`src/rtl/fetch_unit.sv`:
```
// Instruction-fetch stage: owns the PC, issues single-outstanding imem requests,
// and feeds IF/ID through an output register backed by a one-entry skid buffer.
module fetch_unit #(
  parameter logic [31:0] RESET_PC = 32'h0000_0000
) (
  input  logic        clk_i,
  input  logic        rst_i,
  input  logic        stall_i,
  input  logic        redirect_i,
  input  logic [31:0] redirect_pc_i,
  output logic        imem_req_o,
  output logic [31:0] imem_addr_o,
  input  logic        imem_ack_i,
  input  logic [31:0] imem_rdata_i,
  output logic [31:0] pc_o,
  output logic [31:0] instr_o,
  output logic        valid_o
);

  localparam logic [31:0] START_PC = {RESET_PC[31:2], 2'b00};

  // state | meaning
  // IDLE  | no request outstanding
  // BUSY  | request outstanding, response will be kept
  // DROP  | request outstanding, response will be discarded (post-redirect)
  typedef enum logic [1:0] {
    S_IDLE = 2'd0,
    S_BUSY = 2'd1,
    S_DROP = 2'd2
  } state_t;

  state_t      r_state;
  state_t      w_state_nxt;
  logic        w_issue;
  logic        w_accept;

  logic [31:0] r_next_pc;
  logic [31:0] r_req_addr;
  logic [31:0] r_out_pc;
  logic [31:0] r_out_instr;
  logic        r_out_valid;
  logic [31:0] r_skid_pc;
  logic [31:0] r_skid_instr;
  logic        r_skid_valid;

  always_ff @(posedge clk_i or negedge rst_i) begin
    if (!rst_i) r_state <= S_IDLE;
    else        r_state <= w_state_nxt;
  end

  always_comb begin
    w_state_nxt = r_state;
    w_issue     = 1'b0;
    w_accept    = 1'b0;
    case (r_state)
      S_IDLE: begin
        if (!redirect_i && !r_skid_valid) begin
          w_state_nxt = S_BUSY;
          w_issue     = 1'b1;
        end
      end
      S_BUSY: begin
        if (imem_ack_i) begin
          if (redirect_i) begin
            w_state_nxt = S_IDLE;
          end else begin
            w_accept = 1'b1;
            // A stalled ack lands in skid, so no new request until it drains
            if (stall_i) begin
              w_state_nxt = S_IDLE;
            end else begin
              w_issue = 1'b1;
            end
          end
        end else if (redirect_i) begin
          w_state_nxt = S_DROP;
        end
      end
      S_DROP: begin
        if (imem_ack_i) w_state_nxt = S_IDLE;
      end
      default: w_state_nxt = S_IDLE;
    endcase
  end

  always_ff @(posedge clk_i or negedge rst_i) begin
    if (!rst_i) begin
      r_next_pc  <= START_PC;
      r_req_addr <= START_PC;
    end else if (redirect_i) begin
      r_next_pc <= {redirect_pc_i[31:2], 2'b00};
    end else if (w_issue) begin
      r_req_addr <= r_next_pc;
      r_next_pc  <= r_next_pc + 32'd4;
    end
  end

  always_ff @(posedge clk_i or negedge rst_i) begin
    if (!rst_i) begin
      r_out_pc     <= 32'd0;
      r_out_instr  <= 32'd0;
      r_out_valid  <= 1'b0;
      r_skid_pc    <= 32'd0;
      r_skid_instr <= 32'd0;
      r_skid_valid <= 1'b0;
    end else if (redirect_i) begin
      r_out_valid  <= 1'b0;
      r_skid_valid <= 1'b0;
    end else if (!stall_i) begin
      if (r_skid_valid) begin
        r_out_pc     <= r_skid_pc;
        r_out_instr  <= r_skid_instr;
        r_out_valid  <= 1'b1;
        r_skid_valid <= 1'b0;
      end else if (w_accept) begin
        r_out_pc    <= r_req_addr;
        r_out_instr <= imem_rdata_i;
        r_out_valid <= 1'b1;
      end else begin
        r_out_valid <= 1'b0;
      end
    end else if (w_accept) begin
      r_skid_pc    <= r_req_addr;
      r_skid_instr <= imem_rdata_i;
      r_skid_valid <= 1'b1;
    end
  end

  assign imem_req_o  = (r_state != S_IDLE);
  assign imem_addr_o = r_req_addr;
  assign pc_o        = r_out_pc;
  assign instr_o     = r_out_instr;
  assign valid_o     = r_out_valid;

endmodule

```
`config.mk`:
```
export PLATFORM = sky130hd
export DESIGN_NAME = fetch_unit
export DESIGN_NICKNAME = d
export VERILOG_FILES = /design/src/rtl/fetch_unit.sv
export SDC_FILE = /design/constraint.sdc
export NUM_CORES = 1
export LEC_CHECK = 0
export CELL_PAD_IN_SITES_DETAIL_PLACEMENT = 1
export CELL_PAD_IN_SITES_GLOBAL_PLACEMENT = 2
export CORE_MARGIN = 1.5
export CORE_UTILIZATION = 35
export DETAILED_ROUTE_END_ITERATION = 12
export PLACE_DENSITY_LB_ADDON = 0.3
export SYNTH_ARGS = -nofsm -noshare
export SYNTH_HDL_FRONTEND = slang
export SYNTH_SLANG_ARGS = --single-unit
```
`constraint.sdc`:
```
create_clock -name clk_i -period 4.9 [get_ports clk_i]
set_clock_uncertainty 0.15 [all_clocks]
set_input_delay 0.49 -clock clk_i [delete_from_list [all_inputs] [get_ports clk_i]]
set_output_delay 0.49 -clock clk_i [all_outputs]
set_load 0.005 [all_outputs]
```
==> reports/qor.yml, run 1 <==
yosys:
  synth-simple-area-share_pct: 13.6
  synthAdderAreaFrac_pct: 0.153
  synth_area_per_cell_um2: 10.8
  yosysWarnings: 0
  synth_top_flop_cell: "dfrtp_1"
  syn-cell-area_um2: 8190
  synth_cell_type_count: 50
  yosysTopAreaCell: "dfrtp_1"
  synth_compound_area_share_pct: 8.60
  synthCells: 758
  yosysTopAreaCellShare_pct: 57.4
  synth_mux_area_share_pct: 16.5
  seq_area_frac_synth_pct: 57.4
  yosys-top-cells-area: "dfrtp_1 57%, mux2_2 8.5%, nand2_1 8.4%, mux2i_1 7.9%, o21ai_0 4.7%"
  synth-async-reset-ratio_pct: 100
  synth_xor_area_share_pct: 0.855
  ys_ff_latch: 188
  synth_edf_count: 0
  synth_top_family_by_area: "multiplexers"
floorplanning:
  core_area_um2: 22800
  initial_core_util_pct: 36.0
  die-area_um2: 24300
  die_x_um: 156
  die_h_um: 156
  num_rows: 55
  ios: 167
critical_path:
  cp_max_fo: 124
  slowest_delay_ns: 0.87
  arrival_ns: 3.11
  cp-end-kind: "flop"
  crit_chain: "buf_4, a21oi_1, or3_4, nand2_1, o21ai_0"
  cp.required_ns: 4.99
  crit_type: "flop to flop"
  slowest_stage: "buf_4"
  startpoint_type: "flop"
final_layout:
  nets: 965
  final_common_cell: "dfrtp_1"
  seqCellArea_um2: 4710
  final_area_um2: 10600
  multi_input_area_um2: 3290
  fill_cells: 2457
  area_growth_pct: 29.6
  antenna_cells: 0
  final_layout_size_suffix_gt1_share_pct: 11.9
  final_cell_mix: "187 x dfrtp_1, 184 x nand2_1, 158 x clkdlybuf4s50_1"
global_routing:
  grt_overflow: 0
  grt_pass1_vias: 6441
  grt_first_pass_wirelength_um: 34200
  antenna_found_initial: 0
  grt_max_degree: 125
  grt_usage_pct: 18.0
clock_tree:
  clockBufferDepth: 2
  clock_latency_ns: 0.42
  numClockSinks: 188
  root_buffer: "clkbuf_16"
  clkTransAtPathRegs_ns: 0.07
  cts_setup_buffers: 0
  htreeDepth: 4
  numCtsBuffers: 17
  cts-hold-fix-buffers: 0
  cts_resized: 0
  cts_tree: "built"
place:
  dp.final_hpwl_um: 14500
  place.gp.congestion: 0.817
  place_area_um2: 10100
  portBuffers: 160
timing:
  slew_headroom_pct: 19.9
  holdWs_ns: 0.0437
  setup_tns_ns: 0
  drv_slew: 0
  rsz0062_at_grt: "no"
  tightest_slew_ns: 1.20
  post-route-period-util_pct: 61.6
  hold_viol: 0
  setup_viol: 0
  period_needed_ns: 3.02
  max_freq_mhz: 331
power_and_ir_drop:
  power_density_nw_per_um2: 439
  leakage_uw: 0.00450
  peakVddDrop_uv: 215
route:
  first_pass_iters: 4
  postRouteAntennaNets: 0
  via_count: 6116
  drt-wirelength-per-cell_um: 17.5
  avgViaCountPerCell: 5.02
  routed_wl_um: 21400
  remaining_drc_errors: 0
  drtIter0Drc: 262
hold_path:
  hold_path_class: "input port to asynchronous set/reset pin"
status:
  outcome: "finished, final reports clean"
job:
  cap_violations: 0
layout make-up:
cell class	count	area share, %
clock inverter	9	0.848
timing repair buffer	167	15.6
multi-input combinational	515	30.9
tap	313	3.69
inverter	6	0.212
sequential	188	44.3
clock buffer	21	4.43
sequential cells by signal, summed over array words and instances (netlist names):
register and count:
pc_o 30, r_skid_instr 32, r_state 2, r_skid_valid 1, r_next_pc 30, r_skid_pc 30
instr_o 32, imem_addr_o 30, valid_o 1
metal layers:
layer / global-route usage, % / up-vias / share of wire (%)
li1: - / 2907 / -
met1: 24.3 / 3048 / 47
met2: 29.1 / 133 / 47
met3: 3.17 / 28 / 3.7
met5: 0 / - / 0
met4: 6.49 / 0 / 2.0
worst max-delay path: cells and delay by family, from the launching register on:
| family | cells | cell delay [ns] |
|---|---|---|
| compound gates | 2 | 0.31 |
| buf+inv | 1 | 0.87 |
| flops | 1 | 0.41 |
| simple gates | 2 | 1.00 |
cell usage after synthesis, types with 2 or more instances:
cell type	number
nor2_1	11
a41oi_1	2
o311ai_0	4
a221o_1	2
o211ai_1	7
dfrtp_1	188
buf_2	3
a31oi_1	2
or4_1	2
nor3_1	7
nand4_1	12
mux2i_1	65
and4_1	3
o21ai_0	77
nand3_1	15
nand2_1	184
clkbuf_1	43
buf_1	2
inv_1	6
or3_1	3
nor2b_1	3
nor4_1	6
a21oi_1	11
mux2_2	62
a211o_1	3
xnor2_1	5
nor3b_1	2
buf_4	4
xor2_1	3
path summary, 6_finish.rpt:
check | startpoint | end | slack, ns | cells past startpoint
worst max-delay path | r_skid_valid | pc_o[4] | 1.88 | 5
worst min register to register | pc_o[18] | pc_o[18] | 0.33 | 2
worst max register to register | r_skid_valid | pc_o[4] | 1.88 | 5
max in group asynchronous | rst_i | r_skid_valid | 3.42 | 2
min in group clk_i | pc_o[18] | pc_o[18] | 0.33 | 2
worst min-delay path | rst_i | instr_o[25] | 0.04 | 1
cells by family after synthesis:
| kind of cell | after synthesis |
|---|---|
| muxes | 127 |
| xor gates and xnor gates | 8 |
| buffers and inverters | 58 |
| and+or+nand+nor | 256 |
| other | 1 |
| DFF | 188 |
| AOI/OAI and AO/OA | 119 |
| adders and majority gates | 1 |
stage by stage:
stage          instances  setup WS (ns)  util [%]  total power, µW
2_1_floorplan        761           2.57         -             2660
3_3_place_gp        1189           1.54      44.2             3320
3_5_place_dp        1189           1.48      44.2             3400
4_1_cts             1219           1.83      46.6             4740
5_1_grt             1219           1.65      46.6             4940
6_report            1219           1.88      46.6             4670
where the power goes:
part	leakage [µW]	internal, µW	switching [µW]
registers	0.00236	1960	281
logic	0.00188	668	436
clock network	0.000260	737	585
No activity file was read; power rests on OpenSTA's default activity.
==> run 2, diff against run 1 <==
Settings changed: CORE_UTILIZATION 35 to 30.
Clock period 4.9 ns to 2.5 ns, I/O delays scaled along.
==> reports/qor.yml, run 2 (synthesis gave the netlist of run 1 again) <==
power_and_ir_drop:
  switchingPower_uw: 2660
  peakVddDrop_uv: 417
  power_density_nw_per_um2: 863
  p_comb_share_pct: 23.2
  leakage_uw: 0.00471
  seqPwrFrac_pct: 45.8
  p_int_uw: 6840
  pwr-share-clk_pct: 30.9
  switching_share_pct: 28.0
place:
  place.gp.congestion: 0.778
  pre_cts_ws_ns: 0.0474
  dp.final_hpwl_um: 14800
  place_area_um2: 10400
  portBuffers: 160
clock_tree:
  clock_latency_ns: 0.43
  numClockSinks: 188
  cts_resized: 0
  clkTransAtPathRegs_ns: 0.08
  numCtsBuffers: 17
  clockBufferDepth: 2
  htreeDepth: 4
  cts_tree: "built"
  root_buffer: "clkbuf_16"
critical_path:
  crit_chain: "nand4_2, or4_4, or3_1, buf_4, o31ai_1, a31o_1"
  cp.required_ns: 2.72
  cp_max_fo: 4
  slowest_delay_ns: 0.61
  cp_num_buf_inv: 1
  cp-end-kind: "flop"
  critPathTopFamily: "simple AND/OR/NAND/NOR gates"
  arrival_ns: 2.56
  startpoint_type: "flop"
  crit_type: "flop to flop"
  slowest_stage: "or4_4"
timing:
  rsz0062_at_grt: "no"
  tightest_slew_ns: 1.11
  period_needed_ns: 2.34
  setup_viol: 0
  drv_slew: 0
  holdWs_ns: 0.100
  post-route-period-util_pct: 93.4
  setup_slack_ns: 0.164
  slew_headroom_pct: 26.0
  hold_viol: 0
  max_freq_mhz: 428
  setup_tns_ns: 0
global_routing:
  grt_max_degree: 73
  grt_usage_pct: 15.5
  grt_first_pass_wirelength_um: 34500
  grt_pass1_vias: 6069
  antenna_found_initial: 0
  grt_overflow: 0
route:
  drt-wirelength-per-cell_um: 16.8
  avgViaCountPerCell: 4.71
  first_pass_iters: 4
  postRouteAntennaNets: 0
  remaining_drc_errors: 0
  drtIter0Drc: 257
  routed_wl_um: 21400
  via_count: 6010
floorplanning:
  ios: 167
  die_h_um: 168
  die_x_um: 168
  core_area_um2: 26900
  num_rows: 60
  die-area_um2: 28300
  initial_core_util_pct: 30.5
final_layout:
  final_core_util_pct: 41.0
  area_growth_pct: 34.3
  final_layout_size_suffix_gt1_share_pct: 14.6
  antenna_cells: 0
  final_cell_mix: "187 x dfrtp_1, 184 x nand2_1, 158 x clkdlybuf4s50_1"
  nets: 991
  final_area_um2: 11000
  final_common_cell: "dfrtp_1"
hold_path:
  hold_path_class: "input port to flop"
job:
  cap_violations: 0
status:
  outcome: "finished, final reports clean"
run 2: cell count changes in the layout (fill, tap and decap cells not counted), sizes merged:
cell,before,now
inv,7,14
dlygate4sd3,0,1
bufinv,1,3
clkbuf,22,19
buf,8,33
clkinv,2,3
clkinvlp,5,0
run 2: tightest hold or removal path, cell delays in order:
cell	delay [ns]
buf_2	0.12
buf_4	0.21
nor2_1	0.06
run 2: path summary, 6_finish.rpt:
check                              start              end  slack, ns  cells past startpoint
min in group asynchronous          rst_i  r_skid_instr[3]       0.25                      2
max                        r_next_pc[11]    r_next_pc[28]       0.16                      6
min                           redirect_i          valid_o       0.10                      3
max in group asynchronous          rst_i  imem_addr_o[13]       1.27                      3
max reg2reg                r_next_pc[11]    r_next_pc[28]       0.16                      6
min reg2reg                   instr_o[3]       instr_o[3]       0.33                      2
run 2: power groups by stage:
stage / Clock [µW] / Sequential, µW / Combinational [µW]
after global routing: 3160 / 4480 / 2440
after CTS: 3050 / 4370 / 2260
final: 2940 / 4350 / 2210
after global placement: 0 / 4390 / 2210
after detailed placement: 0 / 4430 / 2250
after floorplan: 0 / 4330 / 887
run 2: cell type report:
cell class,count,area [µm²]
fillers,2947,15900
flip-flops and latches,188,4710
multi-input cells,515,3290
repair buffers,193,1930
clock buffers,18,439
well taps,341,427
clock inverters,14,199
inverters,6,22.5
run 2: through the flow:
stage          cells  power, µW
2_1_floorplan    761       5220
3_5_place_dp    1242       6680
3_3_place_gp    1242       6600
6_report        1275       9500
5_1_grt         1275      10100
4_1_cts         1275       9680
run 2: metal layers:
metal	part of all wire, %	global-route usage, %	up-vias
met4	1.1	4.58	0
met5	0	0	-
met1	50	22.2	2923
met2	46	24.5	115
li1	-	-	2958
met3	2.8	2.26	14
run 2: timing repair:
| action | 4_1_cts | 5_1_grt |
|---|---|---|
| hold buffers | 1 | 0 |
| setup buffers | 0 | 0 |
| endpoints found under the hold margin | 64 | 0 |
==> run 3, diff against run 2 <==
Settings changed: CELL_PAD_IN_SITES_DETAIL_PLACEMENT 1 to not set, CELL_PAD_IN_SITES_GLOBAL_PLACEMENT 2 to not set, CORE_UTILIZATION 30 to 40, SETUP_SLACK_MARGIN set to 0.1, SLEW_MARGIN set to 20.
==> reports/qor.yml, run 3 (synthesis gave the netlist of run 1 again) <==
timing:
  max_freq_mhz: 439
  setup_tns_ns: 0
  slew_headroom_pct: 56.6
  tightest_slew_ns: 0.650
  hold_viol: 0
  period_needed_ns: 2.28
  setup_viol: 0
  post-route-period-util_pct: 91.1
  drv_slew: 0
  rsz0062_at_grt: "no"
route:
  highest_layer: "met4"
  via_count: 5964
  remaining_drc_errors: 0
  wl_met3_um: 685
  drt-wirelength-per-cell_um: 15.3
  routed_wl_um: 18400
  drtIter0Drc: 242
  first_pass_iters: 4
  wl_met2_um: 8550
  postRouteAntennaNets: 0
  met1_length_um: 8960
  avgViaCountPerCell: 4.96
place:
  place.gp.congestion: 0.921
  dp.final_hpwl_um: 12700
  dp.cells: 1168
  portBuffers: 160
floorplanning:
  num_rows: 52
  die-area_um2: 21400
  initial_core_util_pct: 40.6
  die_h_um: 146
  ios: 167
  core_area_um2: 20200
  die_x_um: 146
hold_path:
  hold_path_class: "input port to flop"
  hold_start: "redirect_i"
global_routing:
  grt_max_degree: 93
  grt_usage_pct: 18.0
  grt_pass1_vias: 5687
  grt_first_pass_wirelength_um: 30400
  grt_overflow: 0
  antenna_found_initial: 0
final_layout:
  layoutNonFillerInstCount: 1202
  antenna_cells: 0
  seqCellArea_um2: 4710
  area_growth_pct: 32.9
  final_cell_mix: "185 x dfrtp_1, 184 x nand2_1, 158 x clkdlybuf4s50_1"
  nets: 989
  final_layout_size_suffix_gt1_share_pct: 14.6
  fill_cells: 1776
  multi_input_area_um2: 3290
  final_common_cell: "dfrtp_1"
clock_tree:
  clock_latency_ns: 0.42
  cts_tree: "built"
  htreeDepth: 4
  numClockSinks: 188
  clockBufferDepth: 2
  root_buffer: "clkbuf_16"
  numCtsBuffers: 17
  clkTransAtPathRegs_ns: 0.07
critical_path:
  cp.required_ns: 2.72
  crit_type: "flop to flop"
  cp_max_fo: 7
  cp-end-kind: "flop"
  arrival_ns: 2.50
  critPathLaunch: "r_next_pc[3]"
  startpoint_type: "flop"
  r2r-start: "r_next_pc[3]"
power_and_ir_drop:
  power_density_nw_per_um2: 853
  peakVddDrop_uv: 449
  leakage_uw: 0.00468
job:
  cap_violations: 0
status:
  outcome: "finished, final reports clean"
[run 3: timing repair]
item,4_1_cts,5_1_grt
hold buffers,1,0
gates resized for setup,0,3
endpoints found under the setup margin,0,3
endpoints found under the hold margin,70,0
buffers inserted,0,1
[run 3: final cells by class]
cell class / count / area share [%]
flip-flops and latches: 188 / 43.3
multi-input cells: 515 / 30.2
repair buffers: 191 / 17.5
clock buffers: 24 / 4.70
well taps: 270 / 3.10
clock inverters: 8 / 0.965
inverters: 6 / 0.207
[run 3: per-stage QoR]
stage	power (µW)	hold slack, ns	cell area (µm²)	setup WS, ns	utilization (%)
floorplan	5220	-0.196	8210	0.172	-
global placement	6520	0.175	10200	0.0812	50.8
CTS	9430	0.0841	10900	0.150	53.9
finish	9290	0.110	10900	0.222	54.0
detailed placement	6610	0.185	10200	0.0552	50.8
global route	9840	0.106	10900	0.109	54.0
[run 3: worst max-delay path, cell delays in order (launching register included)]
cell and delay (ns):
dfrtp_2 0.42, ha_1 0.18, nand4_1 0.11, or4_4 0.47, or3_4 0.41, buf_4 0.16
o31ai_1 0.20, a31o_1 0.12
[run 3: path summary, 6_finish.rpt]
kind                                  to  slack, ns  depth (start not counted)
min reg2reg                  instr_o[25]       0.33                          2
max                        r_next_pc[28]       0.22                          7
max in group asynchronous    instr_o[20]       1.24                          3
min in group asynchronous     instr_o[2]       0.26                          2
max reg2reg                r_next_pc[28]       0.22                          7
min                              valid_o       0.11                          3
[run 3: metal layers]
layer / track usage [%] / up-vias
met2: 28.6 / 141
li1: - / 2967
met3: 3.13 / 18
met5: 0 / -
met4: 5.91 / 0
met1: 25.0 / 2838
[run 3: where the power goes]
| group | switching, µW | internal [µW] |
|---|---|---|
| Combinational | 809 | 1350 |
| Clock | 1150 | 1640 |
| Sequential | 505 | 3840 |
